$ cat config.mk
export PLATFORM = sky130hd
export DESIGN_NAME = edge_detector_mc
export DESIGN_NICKNAME = d
export VERILOG_FILES = /design/src/rtl/edge_detector_mc.sv
export SDC_FILE = /design/constraint.sdc
export NUM_CORES = 1
export LEC_CHECK = 0
export CORE_MARGIN = 2
export CORE_UTILIZATION = 52
export DETAILED_ROUTE_END_ITERATION = 10
export PLACE_DENSITY = 0.79
export SLEW_MARGIN = 10
export SYNTH_ARGS = -nofsm -noshare
export SYNTH_HDL_FRONTEND = slang
export SYNTH_SLANG_ARGS = --single-unit
$ cat constraint.sdc
create_clock -name iClk -period 2.4 [get_ports iClk]
set_input_delay 0.6 -clock iClk [delete_from_list [all_inputs] [get_ports iClk]]
set_output_delay 0.6 -clock iClk [all_outputs]
set_load 0.03 [all_outputs]
$ cat src/rtl/edge_detector_mc.sv
// Multi-channel hit edge detector: synchroniser, glitch filter, rise/fall pulses,
// mode-gated events, saturating per-channel counters and a coarse-time capture with ack.
module edge_detector_mc #(
  parameter int unsigned NCH         = 4,
  parameter int unsigned SYNC_STAGES = 2,
  parameter int unsigned FILT_LEN    = 2,
  parameter int unsigned CNT_W       = 8,
  parameter int unsigned TS_W        = 16
) (
  input  logic                 iClk,
  input  logic                 iRst,
  input  logic [NCH-1:0]       iHit,
  input  logic [1:0]           iMode,
  input  logic                 iClear,
  input  logic                 iAck,
  output logic [NCH-1:0]       oRise,
  output logic [NCH-1:0]       oFall,
  output logic [NCH-1:0]       oEvent,
  output logic [NCH*CNT_W-1:0] oCount,
  output logic                 oStampValid,
  output logic [TS_W-1:0]      oStamp,
  output logic [NCH-1:0]       oStampMask,
  output logic                 oOverflow
);

  localparam int unsigned WARM   = SYNC_STAGES + FILT_LEN;
  localparam int unsigned WARM_W = $clog2(WARM + 1);
  localparam int unsigned FCNT_W = $clog2(FILT_LEN + 1);

  logic [SYNC_STAGES-1:0][NCH-1:0] r_sync;
  logic [WARM_W-1:0]               r_warm;
  logic [NCH-1:0]                  r_flt;
  logic [NCH-1:0]                  r_flt_d;
  logic [FCNT_W-1:0]               r_fcnt [NCH];
  logic [NCH-1:0]                  r_rise;
  logic [NCH-1:0]                  r_fall;
  logic [NCH-1:0][CNT_W-1:0]       r_count;
  logic [TS_W-1:0]                 r_ts;
  logic                            r_valid;
  logic [TS_W-1:0]                 r_stamp;
  logic [NCH-1:0]                  r_mask;
  logic                            r_ovf;

  logic [NCH-1:0] w_lvl;
  logic           w_warm_done;
  logic [NCH-1:0] w_event;
  logic           w_any_ev;

  assign w_lvl       = r_sync[SYNC_STAGES-1];
  assign w_warm_done = (r_warm == WARM_W'(WARM));
  assign w_event     = (r_rise & {NCH{iMode[0]}}) | (r_fall & {NCH{iMode[1]}});
  assign w_any_ev    = |w_event;

  // Synchroniser chain and warm-up counter
  always_ff @(posedge iClk) begin
    if (iRst) begin
      r_sync <= '0;
      r_warm <= '0;
    end else begin
      r_sync <= {r_sync[SYNC_STAGES-2:0], iHit};
      if (!w_warm_done) r_warm <= r_warm + WARM_W'(1);
    end
  end

  // Filter: during warm-up track the line directly so a static level gives no edge
  always_ff @(posedge iClk) begin
    if (iRst) begin
      r_flt   <= '0;
      r_flt_d <= '0;
      for (int unsigned i = 0; i < NCH; i++) r_fcnt[i] <= '0;
    end else if (!w_warm_done) begin
      r_flt   <= w_lvl;
      r_flt_d <= w_lvl;
      for (int unsigned i = 0; i < NCH; i++) r_fcnt[i] <= '0;
    end else begin
      r_flt_d <= r_flt;
      for (int unsigned i = 0; i < NCH; i++) begin
        if (w_lvl[i] != r_flt[i]) begin
          if (r_fcnt[i] == FCNT_W'(FILT_LEN - 1)) begin
            r_flt[i]  <= w_lvl[i];
            r_fcnt[i] <= '0;
          end else begin
            r_fcnt[i] <= r_fcnt[i] + FCNT_W'(1);
          end
        end else begin
          r_fcnt[i] <= '0;
        end
      end
    end
  end

  // Registered edge pulses
  always_ff @(posedge iClk) begin
    if (iRst || !w_warm_done) begin
      r_rise <= '0;
      r_fall <= '0;
    end else begin
      r_rise <= r_flt & ~r_flt_d;
      r_fall <= ~r_flt & r_flt_d;
    end
  end

  // Saturating event counters; clear wins over increment
  always_ff @(posedge iClk) begin
    if (iRst || iClear) begin
      r_count <= '0;
    end else begin
      for (int unsigned i = 0; i < NCH; i++)
        if (w_event[i] && (r_count[i] != {CNT_W{1'b1}})) r_count[i] <= r_count[i] + CNT_W'(1);
    end
  end

  always_ff @(posedge iClk) begin
    if (iRst) r_ts <= '0;
    else      r_ts <= r_ts + TS_W'(1);
  end

  // Stamp capture/hold; an ack frees the slot for an event in the same cycle
  always_ff @(posedge iClk) begin
    if (iRst) begin
      r_valid <= 1'b0;
      r_stamp <= '0;
      r_mask  <= '0;
      r_ovf   <= 1'b0;
    end else begin
      if (w_any_ev && (!r_valid || iAck)) begin
        r_valid <= 1'b1;
        r_stamp <= r_ts;
        r_mask  <= w_event;
      end else if (r_valid && iAck) begin
        r_valid <= 1'b0;
      end
      if (iClear)                              r_ovf <= 1'b0;
      else if (w_any_ev && r_valid && !iAck)   r_ovf <= 1'b1;
    end
  end

  assign oRise       = r_rise;
  assign oFall       = r_fall;
  assign oEvent      = w_event;
  assign oCount      = r_count;
  assign oStampValid = r_valid;
  assign oStamp      = r_stamp;
  assign oStampMask  = r_mask;
  assign oOverflow   = r_ovf;

endmodule

# Word level (Yosys, flattened, before mapping)
# Memories as Yosys holds them, arrays and structs flattened.
# Cells that the tools add are included.
# W data, S select, Z words.
# word_totals
regBits,97
mem_bits_rw,8
inputBits,10
output_inout_bits,66
memories,1
# mem_list
memory,words,word_bits,read_ports,rd_ports_with_merged_regs,wr,line,text
r_fcnt,4,2,4,0,4,34,logic [FCNT_W-1:0] r_fcnt [NCH];
# op_classes
add_sub_neg,10
n_eq_ne,21
n_mux,89
n_bitwise,23
n_reduce_logical,21
# ops
cell,count
$mux W1,71
$add A8 B1 Y8 const B,4
$mux W2,16
$ne A8 B8 Y1 const B,4
$add A16 B1 Y16 const B,1
$and A4 B4 Y4,4
$ne A2 B1 Y1 const B,8
$or A1 B1 Y1,16
$add A2 B1 Y2 const B,4
$eq A2 B1 Y1 const B,4
$logic_and A1 B1 Y1,8
$mux W4,2
$not A4 Y4,2
$reduce_and A2 Y1,4
$ne A1 B1 Y1,4
$or A4 B4 Y4,1
$reduce_or A4 Y1,1
$add A3 B1 Y3 const B,1
$eq A3 B3 Y1 const B,1
$logic_not A1 Y1,3
$logic_or A1 B1 Y1,3
$reduce_bool A2 Y1,1
$reduce_or A2 Y1,1

# Longest topological paths before layout
# Gate-level depths: netlist of the first run.
# logic_depth
word_depth,9
mapped_depth,7

# Least setup slack after synthesis of the first run
# Ideal clock, no wire load.
# synth_path
kind,input port to flip-flop
from,input port iMode[0]
to,"register r_stamp[15], in the netlist oStamp[15]"
t_arrival_ns,1.820
t_required_ns,2.272
setup_slack_ns,0.452
stages,7
n_path_buf,3
path_cell_list,a22o_1 buf_6 o41ai_4 buf_6 buf_12 mux2i_1 nor2_1
# synth_between
elab_chain_cells,4
# synth_lines
element,line,text
from (decl),13,"input logic [1:0] iMode,"
$and A4 B4 Y4,51,assign w_event = (r_rise & {NCH{iMode[0]}}) | (r_fall & {NCH{iMode[1]}});
$or A4 B4 Y4,51,
via oEvent[1],18,"output logic [NCH-1:0] oEvent,"
$reduce_or A4 Y1,52,assign w_any_ev = |w_event;
$logic_and A1 B1 Y1,126,if (w_any_ev && (!r_valid || iAck)) begin
to (signal assigned),128,r_stamp <= r_ts;
to (decl),40,logic [TS_W-1:0] r_stamp;
# The timed path passes the listed nets, and every way through them passes these cells.
# A chain may end at the register's enable or synchronous reset.

# Worst setup path after layout of the first run
# layout_path
from,input port iMode[0]
to,output port oEvent[2]
# layout_between
elab_chain_cells,2
# layout_lines
element,line
$and A4 B4 Y4,51
$or A4 B4 Y4,51
to (decl),18
# Every way passes these cells.

==> impl_metrics.json, run 1 <==
{
  "finalHoldViolCount": 0,
  "reg2reg_depth": 6,
  "h-tree-depth": 3,
  "hold_start": "r_flt_d[0]",
  "cts_tree": "yes",
  "rsz0062_at_grt": "false",
  "combPwrFrac_pct": 4.0,
  "power_frac_seq_pct": 60.9,
  "detailedPlacementHpwl_um": 6180,
  "finClkSkew_ns": 0.0124,
  "diodes": 0,
  "synthArstFlopShare_pct": 0,
  "whs_ns": 0.421,
  "cellLeakagePower_nw": 2.10,
  "hold_path_depth": 1,
  "fin_crit_sh_pct": 96.2,
  "hp-class": "reg -> reg",
  "ctsRootBufferMaster": "clkbuf_8",
  "ys_types": 41,
  "synthAdderAreaFrac_pct": 3.21,
  "crit_type": "in -> out",
  "cpMostUsedCell": "buf_4",
  "cts_buffers": 9,
  "grt_pass1_vias": 3238,
  "cts_sinks": 105,
  "drt-wirelength-per-cell_um": 13.6,
  "p_sw_mw": 0.679,
  "synth-edff-count": 6,
  "fin_util_pct": 65.6,
  "synthCells": 435,
  "die_area_sq_um": 8980,
  "synth.area.mux_share_pct": 6.13,
  "power_frac_clock_pct": 35.0,
  "crit_slowest_cell": "clkdlybuf4s50_1",
  "grt_max_degree": 38,
  "grt_pass1_wl_um": 14500,
  "min_to": "oRise[0]",
  "antenna_found_initial": 0,
  "drcViolationCount": 0,
  "timing.setup.tns_ns": 0,
  "synth-main-ff-cell": "dfxtp_1",
  "ios": 76,
  "syn_avg_cell_area_sq_um": 9.85,
  "synthXorXnorAreaFrac_pct": 6.34,
  "antenna_left": 0,
  "synth-seq-cells": 105,
  "clock_latency_ns": 0.36,
  "reg2reg_setup_slack_ns": 0.76,
  "slowest_delay_ns": 0.46,
  "r2r-start": "r_warm[0]",
  "p_per_area_nw_per_um2": 556,
  "p_int_mw": 2.28,
  "slew_violations": 0,
  "vias": 3339,
  "period_needed_ns": 2.31,
  "path_clk_slew_ns": 0.09,
  "gp_congestion": 0.853,
  "wl_um": 8570,
  "outcome": "completed",
  "cp_data_arrival_time_ns": 1.71,
  "port_buffers": 75,
  "start_kind": "primary input",
  "drv_cap": 0,
  "synth-simple-area-share_pct": 21.3,
  "grt_use_total_pct": 20.2,
  "vdd.ir_drop.worst_mv": 0.308,
  "clk_path_buf_depth": 2,
  "crit_path_max_fanout": 5,
  "fin_area_sq_um": 5310,
  "grt_overflow": 0,
  "setup-violations-final": 0,
  "vias_per_cell": 5.30,
  "cts_resized": 0,
  "syn_area_sq_um": 4290,
  "ys.warnings.count": 0,
  "fmax_mhz": 433,
  "worstPathRequired_ns": 1.80,
  "synth_top_family_by_area": "simple AND/OR/NAND/NOR gates",
  "synth-compound-area-share_pct": 8.32,
  "die_w_um": 94.8,
  "synth-seq-area-share_pct": 50.5,
  "core-area_sq_um": 8090,
  "worstPathCellList": "clkdlybuf4s50_1 > a22o_2 > buf_4 > buf_4",
  "die_h_um": 94.8,
  "syn_to_final_growth_pct": 24.0,
  "nNetsFinal": 541,
  "cts_setup_buffers": 0,
  "final_layout_size_suffix_gt1_share_pct": 7.81,
  "first_pass_iters": 5,
  "timing.rr.end": "r_fcnt[1][0]",
  "endpoint_kind": "primary output",
  "switching_share_pct": 23.0,
  "num_rows": 33,
  "drt-initial-drc-count": 107,
  "start_util_pct": 53.0,
  "holdBufCountCts": 0,
  "place_area_sq_um": 5130
}
==> stage by stage <==
| step | setup WS (ns) | power, mW | instances |
|---|---|---|---|
| final | 0.0906 | 2.96 | 630 |
| after global routing | 0.0436 | 3.09 | 630 |
| after CTS | 0.0874 | 2.99 | 630 |
| after detailed placement | -0.00291 | 1.96 | 614 |
| after global placement | 0.0591 | 1.95 | 614 |
| after floorplan | 0.452 | 1.92 | 440 |
==> worst max-delay path, delay by kind of cell <==
kind | cells | cell delay, ns
buffers and inverters | 3 | 0.79
AOI/OAI and AO/OA | 1 | 0.31
==> worst max path at each step <==
stage / start / slack [ns] / end
6_report: iMode[0] / 0.09 / oEvent[2]
5_1_grt: iMode[0] / 0.04 / oEvent[2]
4_1_cts: iMode[0] / 0.09 / oEvent[2]
3_5_place_dp: iMode[0] / -0.003 / oStamp[12]
3_3_place_gp: iMode[0] / 0.06 / oStamp[7]
2_1_floorplan: iMode[0] / 0.45 / oStamp[15]
==> sequential cells by signal, summed over array words and instances (netlist names), 8 cells and up <==
register / flops
r_ts: 16
r_fcnt: 8
oStamp: 16
oCount: 32
==> power groups by stage <==
stage / logic [mW] / clock network (mW) / registers [mW]
2_1_floorplan: 0.0823 / 0 / 1.84
3_3_place_gp: 0.114 / 0 / 1.84
3_5_place_dp: 0.120 / 0 / 1.84
4_1_cts: 0.121 / 1.07 / 1.80
5_1_grt: 0.136 / 1.15 / 1.81
6_report: 0.119 / 1.04 / 1.80
==> placed cells by master (no fill, tap or decap), drive strengths merged, types with 4 or more instances in the layout <==
cell type	n
xor2	24
a22oi	4
inv	9
and3	10
nand4	12
a22o	4
o211ai	12
buf	18
and4	4
nand3	13
or4	4
nor4	7
clkdlybuf4s50	70
xnor2	7
edfxtp	6
nor3b	8
ha	11
conb	6
mux2i	24
or3	7
nor2b	11
o21ai	15
nor2	69
nand2	26
a21oi	16
clkbuf	11
nand2b	5
dfxtp	99
==> routing by layer <==
layer,wire (um),GRT usage (%)
met4,133,7.25
met1,3840,24.9
met2,4140,34.5
met3,457,4.55
met5,0,0
==> cell families after synthesis <==
logic type | Yosys count
AO/OA/AOI/OAI | 54
adder cells (fa/ha/maj) | 11
multiplexers | 26
buffers and inverters | 25
flip-flops | 105
AND/OR/NAND/NOR | 182
other | 1
XOR/XNOR | 31
==> area by class of cell <==
type	instances	area [sq um]
Clock buffer	11	153
Clock inverter	5	33.8
Fill cell	663	2780
Inverter	6	22.5
Multi-Input combinational cell	310	1960
Sequential cell	105	2160
Tap cell	105	131
Timing Repair Buffer	88	846
==> cells in the mapped netlist, drive strengths merged (11+ instances only) <==
library cell	n	area, sq um
a21oi	16	80.1
mux2i	24	240
o21ai	15	75.1
nor2	69	259
dfxtp	99	1980
ha	11	138
clkbuf	12	65.1
nand3	13	65.1
o211ai	12	90.1
xor2	24	210
nor2b	11	68.8
nand4	12	75.1
nand2	26	97.6
No activity file was read; power rests on OpenSTA's default activity.
==> run 2: changes to the inputs <==
--- a/config.mk
+++ b/config.mk
@@ -8,6 +8,7 @@
 export CORE_MARGIN = 2
 export CORE_UTILIZATION = 52
 export DETAILED_ROUTE_END_ITERATION = 10
+export MAX_ROUTING_LAYER = met4
 export PLACE_DENSITY = 0.79
 export SLEW_MARGIN = 10
 export SYNTH_ARGS = -nofsm -noshare
==> run 2 against run 1 <==
Clock-buffer cell count unchanged. Clock skew increased by 0.0025 ns. Maximum frequency is essentially flat. Final cell count stayed put. Sequential share of layout area unchanged. Critical path type unchanged. Non-clock buffer count did not move. Register-to-register slack hardly changed. Final area did not move. Critical path depth unchanged. Sequential power about the same. Core utilization stayed put.
==> impl_metrics.json, run 2 (same netlist as run 1, synthesis figures left out) <==
{
  "outcome": "completed",
  "slew_violations": 0,
  "cts_sinks": 105,
  "nNetsFinal": 541,
  "finClkSkew_ns": 0.0149,
  "clk_path_buf_depth": 2,
  "clock_latency_ns": 0.37,
  "wl_met2_um": 4170,
  "path_clk_slew_ns": 0.09,
  "final_layout_size_suffix_gt1_share_pct": 7.81,
  "crit_type": "in -> out",
  "num_rows": 33,
  "vias": 3333,
  "largest_reg_flops": 32,
  "drcViolationCount": 0,
  "period_needed_ns": 2.31,
  "endpoint_kind": "primary output",
  "drt-wirelength-per-cell_um": 13.6,
  "die_w_um": 94.8,
  "routed.top_layer": "met4",
  "detailedPlacementHpwl_um": 6180,
  "die_h_um": 94.8,
  "holdBufCountCts": 0,
  "ctsRootBufferMaster": "clkbuf_8",
  "p_int_mw": 2.28,
  "combPwrFrac_pct": 4.0,
  "setup-violations-final": 0,
  "grt_use_total_pct": 20.7,
  "wl_um": 8580,
  "dp_slack_ns": -0.00291,
  "ios": 76,
  "grt_overflow": 0,
  "worstPathCellList": "clkdlybuf4s50_1 > a22o_2 > buf_4 > buf_4",
  "layoutNonFillerInstCount": 630,
  "start_util_pct": 53.0,
  "slowest_delay_ns": 0.46,
  "antenna_left": 0,
  "diodes": 0,
  "cts_tree": "yes",
  "vias_per_cell": 5.29,
  "h-tree-depth": 3,
  "wl_met1_um": 3850,
  "power_frac_seq_pct": 60.9,
  "grt_max_degree": 38,
  "power_frac_clock_pct": 35.0,
  "port_buffers": 75,
  "die_area_sq_um": 8980,
  "grt_pass1_wl_um": 14500,
  "worstPathRequired_ns": 1.80,
  "fin_area_sq_um": 5310,
  "first_pass_iters": 4,
  "cpMostUsedCell": "buf_4",
  "hp-class": "reg -> reg",
  "cp_data_arrival_time_ns": 1.71,
  "antenna_found_initial": 0,
  "total_power_mw": 2.96,
  "fin_util_pct": 65.6,
  "gp_congestion": 0.866,
  "cts_resized": 0,
  "place_area_sq_um": 5130,
  "cellLeakagePower_nw": 2.10,
  "start_kind": "primary input",
  "p_sw_mw": 0.678,
  "drv_cap": 0,
  "cts_buffers": 9,
  "layout_common_cells": "99 x dfxtp_1, 70 x clkdlybuf4s50_1, 69 x nor2_1, 26 x nand2_1",
  "place_inst": 614,
  "cts_setup_buffers": 0,
  "syn_to_final_growth_pct": 24.0,
  "switching_share_pct": 22.9,
  "finalHoldViolCount": 0,
  "layout_setup_ws_ns": 0.0911,
  "fmax_mhz": 433,
  "crit_path_max_fanout": 5,
  "core-area_sq_um": 8090,
  "crit_slowest_cell": "clkdlybuf4s50_1",
  "vdd.ir_drop.worst_mv": 0.308,
  "timing.setup.tns_ns": 0,
  "drt-initial-drc-count": 107,
  "fin_crit_sh_pct": 96.2,
  "layout_commonest_cell": "dfxtp_1",
  "p_per_area_nw_per_um2": 556,
  "whs_ns": 0.423,
  "rsz0062_at_grt": "false",
  "grt_pass1_vias": 3245,
  "wl_met3_um": 405
}
run 2: cell counts in the layout (fill, tap and decap cells not counted):
No cell type changed its count.
run 2: worst max-delay path: cells and delay by family:
family | cells | cell delay [ns]
AOI/OAI and AO/OA | 1 | 0.31
buffers and inverters | 3 | 0.79
run 2: cell type report:
| type | count | area (sq um) |
|---|---|---|
| clock inverters | 5 | 33.8 |
| fillers | 663 | 2780 |
| repair buffers | 88 | 846 |
| inverters | 6 | 22.5 |
| clock buffers | 11 | 153 |
| multi-input cells | 310 | 1960 |
| well taps | 105 | 131 |
| flip-flops and latches | 105 | 2160 |
run 2: power by group through the flow:
stage	logic, mW	clock network (mW)	registers, mW
floorplan	0.0823	0	1.84
global placement	0.114	0	1.84
detailed placement	0.120	0	1.84
CTS	0.121	1.07	1.80
global route	0.136	1.14	1.81
finish	0.120	1.03	1.80
run 2: metal layers:
metal  up-vias  track usage, %
li1       1684               -
met1      1551            25.0
met2        82            34.5
met3        16            4.31
met4         0            7.25
met5         -               -
run 2: worst paths after layout:
kind | slack [ns] | cells after the start | startpoint | to
setup / recovery | 0.09 | 4 | iMode[0] | oEvent[2]
hold / removal | 0.42 | 1 | r_flt_d[2] | oRise[2]
setup reg to reg | 0.77 | 6 | r_warm[0] | r_fcnt[1][0]
hold reg to reg | 0.42 | 1 | r_flt_d[2] | oRise[2]
